## config.mk

```make
export PLATFORM = sky130hd
export DESIGN_NAME = alarme_sirene
export DESIGN_NICKNAME = d
export VERILOG_FILES = /design/src/rtl/ssr_pkg.sv /design/src/rtl/divisor_modulacao.sv /design/src/rtl/alarme_sirene.sv
export SDC_FILE = /design/constraint.sdc
export NUM_CORES = 1
export LEC_CHECK = 0
export CAP_MARGIN = 20
export CORE_MARGIN = 10
export CORE_UTILIZATION = 46
export DETAILED_ROUTE_END_ITERATION = 7
export GPL_TIMING_DRIVEN = 1
export HOLD_SLACK_MARGIN = 0.12
export SETUP_SLACK_MARGIN = 0.2
export SYNTH_ARGS = -nofsm -noshare
export SYNTH_HDL_FRONTEND = slang
export SYNTH_SLANG_ARGS = --single-unit
```

## constraint.sdc

```tcl
create_clock -name gerador_frequencia -period 2.45 [get_ports gerador_frequencia]
set_input_delay 0.3675 -clock gerador_frequencia [delete_from_list [all_inputs] [get_ports gerador_frequencia]]
set_output_delay 0.3675 -clock gerador_frequencia [all_outputs]
set_load 0.01 [all_outputs]
```

## src/rtl/ssr_pkg.sv

```systemverilog
// Shared definitions for the residential security system stages.
// Holds the siren FSM state encodings used by the RTL and the bench.
package ssr_pkg;

    typedef enum logic [1:0] {
        ST_REPOUSO = 2'b00,
        ST_ATRASO  = 2'b01,
        ST_DISPARO = 2'b10,
        ST_MEMORIA = 2'b11
    } estado_t;

endpackage

```

## src/rtl/divisor_modulacao.sv

```systemverilog
// Siren modulation divider: a toggle bit with a modulo-MEIO_PERIODO counter.
// Load sets the bit high, enable advances it, otherwise it is cleared.
module divisor_modulacao #(
    parameter int MEIO_PERIODO = 4,
    parameter int LARG         = 8
) (
    input  logic clk,
    input  logic rst_n,
    input  logic habilita,
    input  logic carrega,
    output logic toggle
);

    localparam logic [LARG-1:0] TOPO = LARG'(MEIO_PERIODO - 1);
    localparam logic [LARG-1:0] UM   = LARG'(1);

    logic [LARG-1:0] cnt;

    always_ff @(posedge clk or negedge rst_n) begin
        if (!rst_n) begin
            cnt    <= '0;
            toggle <= 1'b0;
        end else if (carrega) begin
            cnt    <= '0;
            toggle <= 1'b1;
        end else if (habilita) begin
            if (cnt == TOPO) begin
                cnt    <= '0;
                toggle <= ~toggle;
            end else begin
                cnt <= cnt + UM;
            end
        end else begin
            // Outside an active burst the siren stays silent and idle.
            cnt    <= '0;
            toggle <= 1'b0;
        end
    end

endmodule

```

## src/rtl/alarme_sirene.sv

```systemverilog
// Siren stage: entry delay, bounded modulated burst and latched alarm memory.
// One shared down-counter times both the entry delay and the burst.
module alarme_sirene
    import ssr_pkg::*;
#(
    parameter int ATRASO       = 16,
    parameter int DURACAO      = 64,
    parameter int MEIO_PERIODO = 4,
    parameter int LARG         = 8
) (
    input  logic       gerador_frequencia,
    input  logic       reset_n,
    input  logic       alarme,
    input  logic       desarmar,
    output logic       sirene,
    output logic       luz,
    output logic       disparado,
    output logic [1:0] estado
);

    localparam logic [LARG-1:0] ATRASO_INI  = LARG'(ATRASO - 1);
    localparam logic [LARG-1:0] DURACAO_INI = LARG'(DURACAO - 1);
    localparam logic [LARG-1:0] UM          = LARG'(1);

    estado_t         st;
    estado_t         st_nxt;
    logic [LARG-1:0] cnt;
    logic [LARG-1:0] cnt_nxt;
    logic            carrega;
    logic            habilita;

    always_ff @(posedge gerador_frequencia or negedge reset_n) begin
        if (!reset_n) begin
            st        <= ST_REPOUSO;
            cnt       <= '0;
            luz       <= 1'b0;
            disparado <= 1'b0;
        end else begin
            st  <= st_nxt;
            cnt <= cnt_nxt;
            luz <= (st_nxt == ST_DISPARO);
            if (desarmar)
                disparado <= 1'b0;
            else if (st_nxt == ST_DISPARO)
                disparado <= 1'b1;
        end
    end

    always_comb begin
        st_nxt  = st;
        cnt_nxt = cnt;
        carrega = 1'b0;
        if (desarmar) begin
            st_nxt  = ST_REPOUSO;
            cnt_nxt = '0;
        end else begin
            case (st)
                ST_REPOUSO: begin
                    if (alarme) begin
                        st_nxt  = ST_ATRASO;
                        cnt_nxt = ATRASO_INI;
                    end
                end
                ST_ATRASO: begin
                    // The violation is latched: alarme dropping does not cancel.
                    if (cnt == '0) begin
                        st_nxt  = ST_DISPARO;
                        cnt_nxt = DURACAO_INI;
                        carrega = 1'b1;
                    end else begin
                        cnt_nxt = cnt - UM;
                    end
                end
                ST_DISPARO: begin
                    if (cnt == '0) begin
                        st_nxt  = ST_MEMORIA;
                        cnt_nxt = '0;
                    end else begin
                        cnt_nxt = cnt - UM;
                    end
                end
                ST_MEMORIA: begin
                    if (alarme) begin
                        st_nxt  = ST_DISPARO;
                        cnt_nxt = DURACAO_INI;
                        carrega = 1'b1;
                    end
                end
                default: begin
                    st_nxt  = ST_REPOUSO;
                    cnt_nxt = '0;
                end
            endcase
        end
    end

    assign habilita = (st == ST_DISPARO) && (st_nxt == ST_DISPARO);
    assign estado   = st;

    divisor_modulacao #(
        .MEIO_PERIODO(MEIO_PERIODO),
        .LARG        (LARG)
    ) u_divisor (
        .clk     (gerador_frequencia),
        .rst_n   (reset_n),
        .habilita(habilita),
        .carrega (carrega),
        .toggle  (sirene)
    );

endmodule
```

Word-level counts from Yosys, hierarchy flattened:

Index checks and enable logic that the tools add are counted.

* flip-flop bits (word level): 21
* input port bits: 4

* add/subtract/negate cells: 2
* eq/ne operators: 8
* mux-type cells: 24
* bitwise operators: 1
* reductions and logical operators: 5

Operators by type and width (count)
* 8-bit 2-to-1 mux: 8
* 8-bit case mux with 4 select lines: 1
* 2-bit 2-to-1 mux: 5
* 8-bit by 1-bit adder with 8-bit output, second input constant: 1
* 8-bit by 2-bit == test with 1-bit output, second input constant: 1
* 8-bit logical NOT: 1
* 1-bit 2-to-1 mux: 8
* 2-bit case mux with 4 select lines: 1
* 8-bit by 1-bit subtractor with 8-bit output, second input constant: 1
* 2-bit == test, second input constant: 3
* 3-bit inequality test, second input constant: 2
* 3-bit by 2-bit inequality test with 1-bit output, second input constant: 1
* 2-bit by 1-bit == test with 1-bit output, second input constant: 1
* 2-bit logical NOT: 1
* 1-bit case mux with 2 select lines: 1
* 2-bit AND reduction: 1
* 2-bit nonzero test: 1
* 1-bit logical AND: 1
* 1-bit inverter: 1

Depth between registers and ports, before layout:

* depth in word-level cells: 8
* depth in mapped cells: 8

Hierarchy:

From an unflattened synthesis, not the netlist that was laid out.

* cell total of the unflattened synthesis: 136
* area total of the unflattened synthesis: 1244.9 µm²

Modules (own cells, without submodules)
* alarme_sirene: times used 1, cells an instance 94, area an instance 819.5 µm², seq. area each 300.3 µm²
* divisor_modulacao: times used 1, cells an instance 42, area an instance 425.4 µm², seq. area each 225.2 µm²

Worst setup path before layout:

No wires, ideal clock.

* path kind: reg-to-reg
* from: reg cnt[0]
* to: reg cnt[3]
* data arrival time: 1.656 ns
* setup slack: 0.663 ns
* stages on the path, launching flop included: 9
* path buffers: 2
* period minus slack after synthesis: 1.787 ns
* cell sequence: dfrtp_1 > clkbuf_1 > inv_1 > ha_1 > nor4b_4 > and2_4 > buf_8 > o311ai_0 > a21oi_1

* word-level cells in the longest chain between the ends: 4

RTL lines
* start: declaration: line alarme_sirene.sv:27 `logic [LARG-1:0] cnt;`
* start signal: assignment: line alarme_sirene.sv:40 `cnt <= cnt_nxt;`
* 8-bit by 1-bit subtractor with 8-bit output or 8-bit logical NOT (tied branches)
* 8-bit 2-to-1 mux (on tied branches): line alarme_sirene.sv:75, alarme_sirene.sv:66
* 8-bit case mux with 4 select lines *: line alarme_sirene.sv:57 `case (st)`
* 8-bit 2-to-1 mux *: line alarme_sirene.sv:53 `if (desarmar) begin`

Every way passes the cells marked *; elsewhere a longest branch is shown, timed or not.
A chain may end at the register's enable or synchronous reset.

Worst setup path in the final report:

* from: reg st[0] (netlist: estado[0])
* to: out estado[0]

RTL lines
* start: declaration: line alarme_sirene.sv:25 `estado_t st;`
* start signal: assignment: line alarme_sirene.sv:39 `st <= st_nxt;`
* end: declaration: line alarme_sirene.sv:18 `output logic [1:0] estado`

No word-level cell between the ends.

==> flow_summary.ini <==
[run_status]
run_status = finished clean

[floorplan]
chipHeight_um = 72.6
start_util = 0.470
dieArea_um2 = 5270
row_count = 19
die_outline_width_um = 72.6
core_um2 = 2710
floorplan.io_pins = 9

[detailed_routing]
via_per_inst = 5.72
residual_drc = 0
drtAntennaViolNets = 0
detailed_routing_iteration_count_for_the_pre_antenna_repair_pass = 4
vias = 989
routed_wirelength_mm = 2.64
wl_per_cell_um = 15.3
dr.first_iter.drc_count = 53

[timing]
max-slew-margin-rel = 0.702
hold_viol_final = 0
setup_viol_count_final = 0
post-route-worst-setup-slack_ps = 515
timing_worst_slew_pin_value_ps = 446
rsz0062_at_grt = false
maxClockFrequency_mhz = 517
worst_clock_skew_ps = 0.978
finalCritPeriodShare = 0.790
setup_tns_ps = 0
period_needed_ps = 1940
final_max_slew_viol_count = 0

[grt]
globalRoute.totalOverflow = 0
first_global_vias = 931
grt_first_pass_wirelength_mm = 4.42
antenna_violations_before_repair = 0
grt_util_all_layers = 0.102
grt_max_degree = 22

[job]
timing.max_cap.violations = 0

[cts]
cts_setup_buffers = 0
h-tree-depth = 1
cts_made_buffers = 3
clk-insertion-delay-late_ps = 300
clkSlewWorstSetupHoldPaths_ps = 110
cts.sink_count = 21
cts_root_buf = clkbuf_4
tritoncts = yes
clock_path_buffers = 2
cts_resized = 0
cts-hold-fix-buffers = 0

[power]
combinationalPowerShare = 0.417
vdd.ir_drop.worst_uv = 534
clock_power_share = 0.146
p_leak_nw = 0.595
internal_power_mw = 0.692
power_per_cell_area_nw_per_um2 = 850
netSwitchingPower_mw = 0.473
switching_part_of_the_total = 0.406
pwr-share-seq = 0.437

[logic_synthesis]
netlist_area_um2 = 1270
synth-main-ff-cell = dfrtp_1
synthCells = 135
postSynthNetCount = 142
post_synth_num_cell_types = 44
yosysWarnings = 0
post_synth.cell_area_avg_um2 = 9.43
synth_enable_flop_cells = 0
ys_seq_elements = 21
synth-async-reset-ratio = 1.00
synth.yosys.seq_area_share = 0.413

[layout]
layout.core_utilization = 0.506
layout.cells.most_common_list = 21 x dfrtp_1, 16 x nor2_1, 9 x nand3_1, 8 x o21ai_0, 8 x clkdlybuf4s50_1
synthToLayoutAreaGrowth_pct = 7.67
post_route_cells_drive_above_1_share = 0.0775
commonest_non_fill_non_tap_cell_in_the_layout = dfrtp_1
antennaDiodeCount = 0
n_fill_cell = 263
fin_nets = 150

[placed_design]
dpl.hpwl_mm = 1.94
place_ws_ps = 562
io_buffers = 8
gp_congestion = 0.859

[worst_setup_path]
cell_family_with_the_largest_share_of_critical_path_delay = flip-flops
critical_path_class = flip-flop to output pin
critPathBufInv = 1
crit_path_max_fanout = 16
start_kind = flip-flop
worstSetupPathDepth = 1
critical_path_arrival_ps = 1570
cpPeakStageDelay_ps = 640
kind_of_capture_point_of_the_worst_setup_path = output pin
crit_path_cell_trace = clkdlybuf4s50_1
critical-path-slowest-cell = dfrtp_1
endpoint_required_time_on_the_critical_path_ps = 2080
worst-r2r-cell-count = 6

[min_path]
min_path_type = input port to async pin
-- state kept, by name, indices dropped and copies added (netlist names) --
register,cells
u_divisor.cnt,8
estado,2
luz,1
disparado,1
u_divisor.toggle,1
cnt,8
-- area by class of cell --
cell class	count	area, um2	area share
sequential	21	526	0.384
clock buffer	4	26.3	0.0192
multi-input combinational	102	666	0.486
tap	31	38.8	0.0283
inverter	5	18.8	0.0137
timing repair buffer	10	95.1	0.0694
-- cell families (layout without fill, tap and decap cells) --
group | Yosys count | count (layout) | share of synthesized area
simple gates | 56 | 56 | 0.246
compound gates | 33 | 33 | 0.177
flops | 21 | 21 | 0.413
buf+inv | 12 | 19 | 0.0639
xor+xnor | 8 | 8 | 0.0551
fa+ha+maj | 3 | 3 | 0.0295
mux | 2 | 2 | 0.0157
-- routing by layer --
metal / GRT usage / vias up / routed length (um)
met5: 0 / - / 0
met4: 0.0316 / 0 / 33
met3: 0.0259 / 4 / 97
met2: 0.160 / 15 / 1220
met1: 0.134 / 463 / 1290
li1: - / 507 / -
-- power groups by stage --
stage	Clock (mW)	Sequential, mW	Combinational [mW]
floorplan	0	0.474	0.421
global placement	0	0.512	0.481
detailed placement	0	0.513	0.482
CTS	0.170	0.507	0.484
global route	0.187	0.522	0.541
finish	0.170	0.510	0.486
-- worst paths after layout --
| path | start | endpoint | slack, ps |
|---|---|---|---|
| setup / recovery | estado[0] | estado[0] | 510 |
| hold / removal | reset_n | u_divisor.cnt[2] | 390 |
| setup reg to reg | cnt[0] | cnt[5] | 560 |
| hold reg to reg | disparado | disparado | 510 |
| max in group asynchronous | reset_n | cnt[1] | 1850 |
| min in group gerador_frequencia | disparado | disparado | 510 |
-- metrics by stage --
step / cells / total power [mW] / cell area, um2 / hold WS [ps]
floorplan: 135 / 0.895 / 1270 / 71.9
global placement: 169 / 0.993 / 1340 / 485
detailed placement: 169 / 0.995 / 1340 / 480
CTS: 173 / 1.16 / 1370 / 403
global route: 173 / 1.25 / 1370 / 405
finish: 173 / 1.17 / 1370 / 385
-- Yosys cell counts (2+ instances only) --
| cell type | n | area share |
|---|---|---|
| and3_1 | 4 | 0.020 |
| mux2i_1 | 2 | 0.016 |
| nor3_1 | 4 | 0.016 |
| dfrtp_1 | 21 | 0.41 |
| xor2_1 | 5 | 0.034 |
| nor4_1 | 2 | 0.0098 |
| a211o_1 | 2 | 0.014 |
| a31oi_1 | 2 | 0.0098 |
| nor3b_1 | 3 | 0.018 |
| buf_6 | 2 | 0.018 |
| nor2_1 | 16 | 0.047 |
| ha_1 | 3 | 0.030 |
| clkbuf_1 | 2 | 0.0059 |
| a21boi_0 | 2 | 0.012 |
| nand4_1 | 2 | 0.0098 |
| nand3_1 | 9 | 0.035 |
| nand2_1 | 6 | 0.018 |
| o311ai_0 | 3 | 0.021 |
| o21ai_0 | 8 | 0.031 |
| xnor2_1 | 3 | 0.021 |
| a21oi_1 | 7 | 0.028 |
| inv_1 | 5 | 0.015 |
No activity file was read; power rests on OpenSTA's default activity.
